==> config.mk <==
export PLATFORM = sky130hd
export DESIGN_NAME = mem_multi_seq_flat
export DESIGN_NICKNAME = d
export VERILOG_FILES = /design/src/rtl/mem_multi_seq_if.sv /design/src/rtl/mem_multi_seq.sv /design/src/flat_wrapper.sv
export SDC_FILE = /design/constraint.sdc
export NUM_CORES = 1
export LEC_CHECK = 0
export CORE_ASPECT_RATIO = 0.6
export CORE_MARGIN = 2
export CORE_UTILIZATION = 42
export CTS_BUF_LIST = sky130_fd_sc_hd__clkbuf_8
export DETAILED_ROUTE_END_ITERATION = 8
export HOLD_SLACK_MARGIN = 0.12
export PLACE_DENSITY = 0.89
export SETUP_SLACK_MARGIN = 0.5
export SLEW_MARGIN = 0
export SYNTH_ARGS = -nofsm -noshare
export SYNTH_HDL_FRONTEND = slang
export SYNTH_SLANG_ARGS = --single-unit
==> constraint.sdc <==
create_clock -name clk -period 3.2 [get_ports clk]
set_input_delay 0.64 -clock clk [delete_from_list [all_inputs] [get_ports clk]]
set_output_delay 0.64 -clock clk [all_outputs]
set_load 0.02 [all_outputs]
==> src/rtl/mem_multi_seq_if.sv <==
// Bus bundle between the MEM-stage multi-register sequencer and the
// pipeline / register file / data memory around it.
interface mem_multi_seq_if #(
  parameter int DW = 16
);
  logic          valid_mem;
  logic [3:0]    instr_mem_4;
  logic [DW-1:0] base_mem_16;
  logic [7:0]    imm_mem_8;
  logic          flush_mem;
  logic [DW-1:0] dmem_rdata_16;
  logic [DW-1:0] rf_rdata_16;
  logic [2:0]    k_mem_3;
  logic [2:0]    reg_addr_3;
  logic [DW-1:0] mem_addr_16;
  logic          rf_we;
  logic [DW-1:0] rf_wdata_16;
  logic          dmem_we;
  logic [DW-1:0] dmem_wdata_16;
  logic          busy;
  logic          done;

  // Sequencer side
  modport master (
    input  valid_mem, instr_mem_4, base_mem_16, imm_mem_8, flush_mem,
           dmem_rdata_16, rf_rdata_16,
    output k_mem_3, reg_addr_3, mem_addr_16, rf_we, rf_wdata_16,
           dmem_we, dmem_wdata_16, busy, done
  );

  // Pipeline / memory side
  modport slave (
    output valid_mem, instr_mem_4, base_mem_16, imm_mem_8, flush_mem,
           dmem_rdata_16, rf_rdata_16,
    input  k_mem_3, reg_addr_3, mem_addr_16, rf_we, rf_wdata_16,
           dmem_we, dmem_wdata_16, busy, done
  );
endinterface

==> src/rtl/mem_multi_seq.sv <==
// MEM-stage transfer sequencer for LM/SM/LA/SA. Each multi-register opcode
// runs eight one-per-cycle transfers; slot 0 is served combinationally in the
// cycle the opcode arrives, slots 1..7 from latched opcode/mask/pointer.
module mem_multi_seq #(
  parameter int DW = 16
) (
  input  logic           clk,
  input  logic           reset_n,
  mem_multi_seq_if.master bus
);

  typedef enum logic {
    IDLE = 1'b0,
    XFER = 1'b1
  } state_t;

  state_t        state_q, state_d;
  logic [2:0]    k_q, k_d;
  logic          store_q, store_d;
  logic [7:0]    mask_q, mask_d;
  logic [DW-1:0] addr_ptr_q, addr_ptr_d;

  logic          start_s;
  logic          en_s;
  logic [2:0]    k_out_s;
  logic [DW-1:0] mem_addr_s;
  logic          rf_we_s;
  logic          dmem_we_s;
  logic          busy_s;
  logic          done_s;

  // Next-state and per-cycle transfer outputs. Start is qualified with reset_n
  // so the live-input slot-0 path stays quiet while reset is held.
  always_comb begin
    state_d    = state_q;
    k_d        = k_q;
    store_d    = store_q;
    mask_d     = mask_q;
    addr_ptr_d = addr_ptr_q;
    en_s       = 1'b0;
    k_out_s    = 3'd0;
    mem_addr_s = {DW{1'b0}};
    rf_we_s    = 1'b0;
    dmem_we_s  = 1'b0;
    busy_s     = 1'b0;
    done_s     = 1'b0;
    start_s    = reset_n & bus.valid_mem & ~bus.flush_mem &
                 (bus.instr_mem_4[3:2] == 2'b11);
    case (state_q)
      IDLE: begin
        k_d = 3'd0;
        if (start_s) begin
          // LA/SA (bit 1 set) transfer every register; LM/SM follow the mask
          en_s       = bus.instr_mem_4[1] ? 1'b1 : bus.imm_mem_8[0];
          mem_addr_s = bus.base_mem_16;
          rf_we_s    = en_s & ~bus.instr_mem_4[0];
          dmem_we_s  = en_s & bus.instr_mem_4[0];
          store_d    = bus.instr_mem_4[0];
          mask_d     = bus.instr_mem_4[1] ? 8'hFF : bus.imm_mem_8;
          addr_ptr_d = bus.base_mem_16 + {{(DW-1){1'b0}}, en_s};
          k_d        = 3'd1;
          state_d    = XFER;
        end else begin
          state_d = IDLE;
        end
      end
      XFER: begin
        busy_s     = 1'b1;
        k_out_s    = k_q;
        mem_addr_s = addr_ptr_q;
        en_s       = mask_q[k_q];
        if (bus.flush_mem) begin
          state_d = IDLE;
          k_d     = 3'd0;
        end else begin
          rf_we_s    = en_s & ~store_q;
          dmem_we_s  = en_s & store_q;
          // disabled slots hold the pointer so enabled registers pack densely
          addr_ptr_d = addr_ptr_q + {{(DW-1){1'b0}}, en_s};
          if (k_q == 3'd7) begin
            done_s  = 1'b1;
            state_d = IDLE;
            k_d     = 3'd0;
          end else begin
            k_d = k_q + 3'd1;
          end
        end
      end
      default: begin
        state_d = IDLE;
        k_d     = 3'd0;
      end
    endcase
  end

  // Sequencer state registers
  always_ff @(posedge clk or negedge reset_n) begin
    if (!reset_n) begin
      state_q    <= IDLE;
      k_q        <= 3'd0;
      store_q    <= 1'b0;
      mask_q     <= 8'h00;
      addr_ptr_q <= {DW{1'b0}};
    end else begin
      state_q    <= state_d;
      k_q        <= k_d;
      store_q    <= store_d;
      mask_q     <= mask_d;
      addr_ptr_q <= addr_ptr_d;
    end
  end

  assign bus.k_mem_3       = k_out_s;
  assign bus.reg_addr_3    = k_out_s;
  assign bus.mem_addr_16   = mem_addr_s;
  assign bus.rf_we         = rf_we_s;
  assign bus.dmem_we       = dmem_we_s;
  assign bus.busy          = busy_s;
  assign bus.done          = done_s;
  assign bus.rf_wdata_16   = bus.dmem_rdata_16;
  assign bus.dmem_wdata_16 = bus.rf_rdata_16;

endmodule

==> src/flat_wrapper.sv <==
// flat-port wrapper written by rule: the top's interface ports become plain ports
module mem_multi_seq_flat 
#(
  parameter int DW = 16
)
  (clk, reset_n, bus_valid_mem, bus_instr_mem_4, bus_base_mem_16, bus_imm_mem_8, bus_flush_mem, bus_dmem_rdata_16, bus_rf_rdata_16, bus_k_mem_3, bus_reg_addr_3, bus_mem_addr_16, bus_rf_we, bus_rf_wdata_16, bus_dmem_we, bus_dmem_wdata_16, bus_busy, bus_done);
  mem_multi_seq_if #(.DW(DW)) bus_i ();
  input  logic clk;
  input  logic reset_n;
  input wire logic [$bits(bus_i.valid_mem)-1:0] bus_valid_mem;
  input wire logic [$bits(bus_i.instr_mem_4)-1:0] bus_instr_mem_4;
  input wire logic [$bits(bus_i.base_mem_16)-1:0] bus_base_mem_16;
  input wire logic [$bits(bus_i.imm_mem_8)-1:0] bus_imm_mem_8;
  input wire logic [$bits(bus_i.flush_mem)-1:0] bus_flush_mem;
  input wire logic [$bits(bus_i.dmem_rdata_16)-1:0] bus_dmem_rdata_16;
  input wire logic [$bits(bus_i.rf_rdata_16)-1:0] bus_rf_rdata_16;
  output wire logic [$bits(bus_i.k_mem_3)-1:0] bus_k_mem_3;
  output wire logic [$bits(bus_i.reg_addr_3)-1:0] bus_reg_addr_3;
  output wire logic [$bits(bus_i.mem_addr_16)-1:0] bus_mem_addr_16;
  output wire logic [$bits(bus_i.rf_we)-1:0] bus_rf_we;
  output wire logic [$bits(bus_i.rf_wdata_16)-1:0] bus_rf_wdata_16;
  output wire logic [$bits(bus_i.dmem_we)-1:0] bus_dmem_we;
  output wire logic [$bits(bus_i.dmem_wdata_16)-1:0] bus_dmem_wdata_16;
  output wire logic [$bits(bus_i.busy)-1:0] bus_busy;
  output wire logic [$bits(bus_i.done)-1:0] bus_done;
  assign bus_i.valid_mem = bus_valid_mem;
  assign bus_i.instr_mem_4 = bus_instr_mem_4;
  assign bus_i.base_mem_16 = bus_base_mem_16;
  assign bus_i.imm_mem_8 = bus_imm_mem_8;
  assign bus_i.flush_mem = bus_flush_mem;
  assign bus_i.dmem_rdata_16 = bus_dmem_rdata_16;
  assign bus_i.rf_rdata_16 = bus_rf_rdata_16;
  assign bus_k_mem_3 = bus_i.k_mem_3;
  assign bus_reg_addr_3 = bus_i.reg_addr_3;
  assign bus_mem_addr_16 = bus_i.mem_addr_16;
  assign bus_rf_we = bus_i.rf_we;
  assign bus_rf_wdata_16 = bus_i.rf_wdata_16;
  assign bus_dmem_we = bus_i.dmem_we;
  assign bus_dmem_wdata_16 = bus_i.dmem_wdata_16;
  assign bus_busy = bus_i.busy;
  assign bus_done = bus_i.done;
  mem_multi_seq #(.DW(DW)) u_core (.clk(clk), .reset_n(reset_n), .bus(bus_i));
endmodule
==> impl_metrics.toml, run 1 <==
[status]
outcome = "finished clean"

[sta]
setup_tns_ns = 0
slew-limit-headroom_pct = 60.6
setup_ws_ns = 0.548
tightest_slew_ns = 0.585
hold_viol_final = 0
fmax_mhz = 377
whs_ns = 0.477
fin_crit_sh_pct = 82.9
fin_skew_ns = 0.0151
setup_viol = 0
timing_max_transition_violations_final = 0
rsz0062_at_grt = "true"
layout_min_cycle_time_ns = 2.65

[clocking]
cts_buffers = 5
clock_path_buffers = 2
cts.sink_count = 29
worstSkewPairLatency_ns = 0.29
path_clk_slew_ns = 0.07
clock-root-buffer = "clkbuf_8"
htreeDepth = 2
tritoncts = "yes"

[logic_synthesis]
ys.flop_type = "dfrtp_1"
ys_seq_elements = 29
synth_seq_area_share_pct = 29.9
ys_warn_count = 0
synth_edf_count = 0
postSynth.asyncResetShare_pct = 100
syn_area_sq_um = 2420
syn_nets = 356
synthCells = 286
synth_cell_types = 52
avgSynthCellArea_sq_um = 8.47

[cells_and_area]
area_growth_pct = 22.7
instances_no_fill = 397
antennaDiodeCount = 0
fin_nets = 386
drive_gt1_share_pct = 18.3
final_area_sq_um = 2970
utilization_pct = 53.4

[global_route]
grt_start_max_net_pins = 30
grt_overflow_total = 0
grt_pass1_vias = 2165
antenna_found_initial = 0
grt_pass1_wl_microns = 11200
grt.total_usage_pct = 22.6

[die]
coreArea_sq_um = 5570
dieArea_sq_um = 6410
fp.dieW_microns = 102
fp-row-count = 21
num_io_pins = 122
die_h_microns = 62.8
initial_utilization_pct = 43.5

[worst_hold_path]
hp-class = "reg2reg"
hold_depth = 2

[detailed_routing]
drc_errors = 0
wl_per_cell_microns = 17.6
vias_per_cell = 5.86
wl_microns = 6990
vias = 2326
drt-initial-drc-count = 284
first_pass_iters = 6
drtAntennaViolNets = 0

[setup_path]
critPathMaxFanout = 8
cp.required_ns = 3.41
cp_num_buf_inv = 0
cpPeakStageDelay_ns = 0.54
crit_path_end_kind = "register"
path_class = "reg2reg"
reg2regPathDepth = 8
critical_path.top_delay_family = "simple AND/OR/NAND/NOR gates"
arrival_ns = 2.86
crit_cells = 8
start_kind = "register"
cp_slowest_cell = "or4_4"
crit_chain = "mux4_2 -> mux2_2 -> ha_1 -> ha_4 -> nand4_4 -> or4_4 -> a211o_1 -> a22oi_2"

[placed_design]
place_area_sq_um = 2840
place_ws_ns = -0.133
place_inst = 385
dp_hpwl_microns = 5220
gp_congestion = 0.912
port-buffer-count = 57

[power]
leakage_nw = 1.20
power_density_nw_per_um2 = 460
vdd_drop_max_uv = 232
finalPower_mw = 1.37

[job]
drv_cap = 0
-- timing repair --
action / in CTS / in global routing
setup endpoints to repair: 20 / 14
setup buffers: 3 / 0
pin swaps: 4 / 1
resized for setup: 83 / 3
gates cloned: 1 / 0
hold buffers: 0 / 0
-- path summary, 6_finish.rpt --
check | startpoint | to | slack, ns
max | u_core.k_q[0]$_DFF_PN0_ | u_core.addr_ptr_q[14]$_DFFE_PN0P_ | 0.55
min in group asynchronous | reset_n | u_core.addr_ptr_q[5]$_DFFE_PN0P_ | 0.53
min | u_core.mask_q[2]$_DFFE_PN0P_ | u_core.mask_q[2]$_DFFE_PN0P_ | 0.48
min reg2reg | u_core.mask_q[2]$_DFFE_PN0P_ | u_core.mask_q[2]$_DFFE_PN0P_ | 0.48
max in group asynchronous | reset_n | u_core.k_q[0]$_DFF_PN0_ | 2.37
max reg2reg | u_core.k_q[0]$_DFF_PN0_ | u_core.addr_ptr_q[14]$_DFFE_PN0P_ | 0.55
-- logic make-up after synthesis --
family | count (synthesis) | share of synthesized area [%]
AOI/OAI and AO/OA | 67 | 18.8
xor gates and xnor gates | 13 | 4.70
adders and majority gates | 6 | 3.10
buffers and inverters | 59 | 15.6
DFF | 29 | 29.9
muxes | 10 | 5.27
and+or+nand+nor | 102 | 22.6
-- sequential cells by signal, indices dropped and copies added (netlist names) --
signal	cells
u_core.store_q	1
u_core.mask_q	8
u_core.state_q	1
u_core.k_q	3
u_core.addr_ptr_q	16
-- worst min-delay path, stage by stage, from the launching register on --
cell     delay, ns
dfrtp_1       0.34
nand2_1       0.06
nand2_1       0.05
-- report_power, final --
| group | total, mW | internal [mW] | switching (mW) |
|---|---|---|---|
| registers | 0.599 | 0.462 | 0.137 |
| logic | 0.369 | 0.177 | 0.191 |
| clock network | 0.400 | 0.251 | 0.149 |
-- Yosys cell counts (all sizes together) (3+ instances only) --
| cell | count | area share, % |
|---|---|---|
| nor2 | 7 | 1.1 |
| nand2 | 37 | 5.7 |
| xnor2 | 11 | 4.0 |
| mux2i | 6 | 2.5 |
| inv | 8 | 1.2 |
| nand3 | 11 | 2.5 |
| or3 | 3 | 0.77 |
| o21ai | 26 | 5.4 |
| a211oi | 5 | 1.5 |
| a21oi | 5 | 1.0 |
| nor3 | 8 | 1.9 |
| buf | 43 | 13 |
| a22o | 10 | 3.6 |
| dfrtp | 29 | 30 |
| nand4 | 8 | 2.7 |
| nor4 | 10 | 2.8 |
| ha | 6 | 3.1 |
| clkbuf | 8 | 1.2 |
| nand2b | 6 | 1.5 |
| and2 | 6 | 1.5 |
| o22ai | 3 | 0.77 |
-- cell usage in the layout, fill, tap and decap left out, types with 8 or more instances in the layout --
master,Yosys,final
o21ai_0,16,16
a22o_1,10,10
xnor2_1,11,11
clkdlybuf4s50_1,0,33
nand3_1,10,10
buf_2,2,13
o21ai_1,10,10
buf_4,41,13
inv_1,7,8
nor4_1,9,9
nand2_1,37,37
dfrtp_1,29,28
-- layer usage --
layer  global-route usage, %  share of wire [%]  wire [microns]  vias up
met5                       0                  0               0        -
met4                    3.50               0.70              49        0
met3                    9.51                 14             995       16
met2                    30.1                 41            2850      168
met1                    34.3                 44            3090     1081
li1                        -                  -               -     1061
-- final cells by class --
type	count	area, sq um
fill	499	2600
multi-input combinational	198	1350
sequential	29	727
timing repair buffer	74	649
tap	80	100
clock buffer	6	82.6
clock inverter	2	33.8
inverter	8	30.0
(Power assumes the default switching activity.)
==> run 2, diff against run 1 <==
--- a/config.mk
+++ b/config.mk
@@ -7,11 +7,11 @@
 export LEC_CHECK = 0
 export CORE_ASPECT_RATIO = 0.6
 export CORE_MARGIN = 2
-export CORE_UTILIZATION = 42
+export CORE_UTILIZATION = 38
 export CTS_BUF_LIST = sky130_fd_sc_hd__clkbuf_8
 export DETAILED_ROUTE_END_ITERATION = 8
 export HOLD_SLACK_MARGIN = 0.12
-export PLACE_DENSITY = 0.89
+export PLACE_DENSITY = 0.85
 export SETUP_SLACK_MARGIN = 0.5
 export SLEW_MARGIN = 0
 export SYNTH_ARGS = -nofsm -noshare
==> constraint.sdc (replaced) <==
create_clock -name clk -period 2.4 [get_ports clk]
set_input_delay 0.48 -clock clk [delete_from_list [all_inputs] [get_ports clk]]
set_output_delay 0.48 -clock clk [all_outputs]
set_load 0.02 [all_outputs]
==> run 2 against run 1 <==
  * The flow now finishes with violations (negative setup slack)
  * Critical path depth did not move
  * Via count increased by 12%
  * Wire length grew 22%
  * Register-to-register slack worse by 0.55 ns
  * Clock power grew 34%
  * Combinational power up 75%
  * Maximum frequency grew 10%
  * Global-route usage increased by 1.3 points
  * Sequential cell count unchanged
  * Sequential share of layout area decreased by 4.9 points
==> impl_metrics.toml, run 2 (same netlist as run 1, synthesis figures left out) <==
[cells_and_area]
reg.largest.list = "u_core.addr_ptr_q (16), u_core.mask_q (8), u_core.k_q (3)"
utilization_pct = 60.7
fin_nets = 432
final_common_cell = "buf_4"
num-fill-cells = 524
drive_gt1_share_pct = 42.4
layout_common_cells = "46 x buf_4, 38 x buf_6, 33 x nand2_1"
area_growth_pct = 53.8
largest_register_ffs = 16
antennaDiodeCount = 0
regMostFlops = "u_core.addr_ptr_q"

[die]
fp.dieW_microns = 107
num_io_pins = 122
coreArea_sq_um = 6140
initial_utilization_pct = 39.5
die_h_microns = 65.9
fp-row-count = 22
dieArea_sq_um = 7050

[sta]
fin_crit_sh_pct = 100
tightest_slew_ns = 0.506
setup_viol = 1
whs_ns = 0.284
fin_skew_ns = 0.00862
timing_max_transition_violations_final = 0
setup_ws_ns = -0.00124
rsz0062_at_grt = "true"
hold_viol_final = 0
layout_min_cycle_time_ns = 2.40
fmax_mhz = 416
slew-limit-headroom_pct = 66.3

[power]
seq_power_share_pct = 41.2
vdd_drop_max_uv = 325
finalPower_mw = 2.00
power_density_nw_per_um2 = 538
leakage_nw = 1.55
combinationalPowerShare_pct = 32.1
power.switching_mw = 0.728
swShare_pct = 36.3
p_clk_share_pct = 26.7
p_int_mw = 1.28

[worst_hold_path]
hp-class = "in2async"

[setup_path]
crit_path_end_kind = "register"
cp_common_cell = "ha_4"
cpPeakStageDelay_ns = 0.52
path_class = "reg2reg"
crit_chain = "mux4_2 -> mux2_4 -> ha_4 -> ha_4 -> nand4_4 -> or4_4 -> a211o_1 -> a22oi_2"
arrival_ns = 2.62
cp_slowest_cell = "or4_4"
critPathMaxFanout = 3
critical_path.top_delay_family = "simple AND/OR/NAND/NOR gates"
cp_num_buf_inv = 0
cp.required_ns = 2.62
start_kind = "register"

[clocking]
clock-root-buffer = "clkbuf_8"
tritoncts = "yes"
cts_buffers = 5
worstSkewPairLatency_ns = 0.29
clock_path_buffers = 2
cts.sink_count = 29
path_clk_slew_ns = 0.07
htreeDepth = 2

[job]
drv_cap = 0

[detailed_routing]
first_pass_iters = 4
drc_errors = 0
wl_microns = 8500
wl_per_cell_microns = 19.0
vias = 2612
drtAntennaViolNets = 0
drt-initial-drc-count = 200
vias_per_cell = 5.84

[global_route]
grt_overflow_total = 0
grt_pass1_wl_microns = 12900
grt.total_usage_pct = 23.9
antenna_found_initial = 0
grt_pass1_vias = 2458
grt_start_max_net_pins = 30

[placed_design]
port-buffer-count = 57
dp_hpwl_microns = 5630
gp_congestion = 0.909

[status]
outcome = "finished with violations"
violations = "negative setup slack"
run 2: per-layer routing:
layer,wire length [microns],GRT usage [%],share of wire [%]
met3,966,7.19,11
met1,3610,32.0,43
met2,3800,38.0,45
met4,119,5.52,1.4
met5,0,0,0
run 2: final cells by class:
class / instances / area (sq um) / area share (%)
clock inverters: 2 / 33.8 / 0.906
well taps: 84 / 105 / 2.82
multi-input cells: 198 / 1600 / 42.8
flip-flops and latches: 29 / 728 / 19.5
clock buffers: 6 / 82.6 / 2.21
repair buffers: 120 / 1150 / 30.9
inverters: 8 / 30.0 / 0.805
run 2: worst reg2reg max path, cell delays in order, from the launching register on:
cell	delay (ns)
dfrtp_2	0.45
mux4_2	0.35
mux2_4	0.18
ha_4	0.15
ha_4	0.16
nand4_4	0.10
or4_4	0.52
a211o_1	0.28
a22oi_2	0.14
run 2: metrics by stage:
| step | setup TNS (ns) | cell area (sq um) | setup slack, ns | instances |
|---|---|---|---|---|
| after detailed placement | -11.23 | 3110 | -0.632 | 411 |
| final | -0.00124 | 3730 | -0.00124 | 447 |
| after CTS | 0 | 3520 | 0.0507 | 439 |
| after global placement | -9.81 | 3110 | -0.553 | 411 |
| after floorplan | 0 | 2530 | 0.137 | 286 |
| after global routing | -0.206 | 3730 | -0.0614 | 447 |
run 2: worst paths after layout:
path	to	depth (start not counted)	slack, ns	from
min in group clk	u_core.mask_q[6]$_DFFE_PN0P_	2	0.48	u_core.mask_q[6]$_DFFE_PN0P_
max in group asynchronous	u_core.k_q[0]$_DFF_PN0_	3	1.80	reset_n
setup reg to reg	u_core.addr_ptr_q[14]$_DFFE_PN0P_	8	-0.001	u_core.k_q[0]$_DFF_PN0_
setup / recovery	u_core.addr_ptr_q[14]$_DFFE_PN0P_	8	-0.001	u_core.k_q[0]$_DFF_PN0_
hold reg to reg	u_core.mask_q[6]$_DFFE_PN0P_	2	0.48	u_core.mask_q[6]$_DFFE_PN0P_
hold / removal	u_core.addr_ptr_q[7]$_DFFE_PN0P_	3	0.28	reset_n
run 2: repair_timing:
item	CTS	global route
endpoints found under the setup margin	41	39
pin swaps	13	17
resized for setup	182	40
hold buffers	0	0
gates cloned	1	0
setup buffers	19	8
run 2: power by group through the flow:
stage | clock, mW | sequential [mW] | combinational [mW]
after floorplan | 0 | 0.720 | 0.460
after global placement | 0 | 0.796 | 0.509
after detailed placement | 0 | 0.810 | 0.524
after CTS | 0.540 | 0.807 | 0.572
after global routing | 0.556 | 0.841 | 0.702
final | 0.535 | 0.826 | 0.644
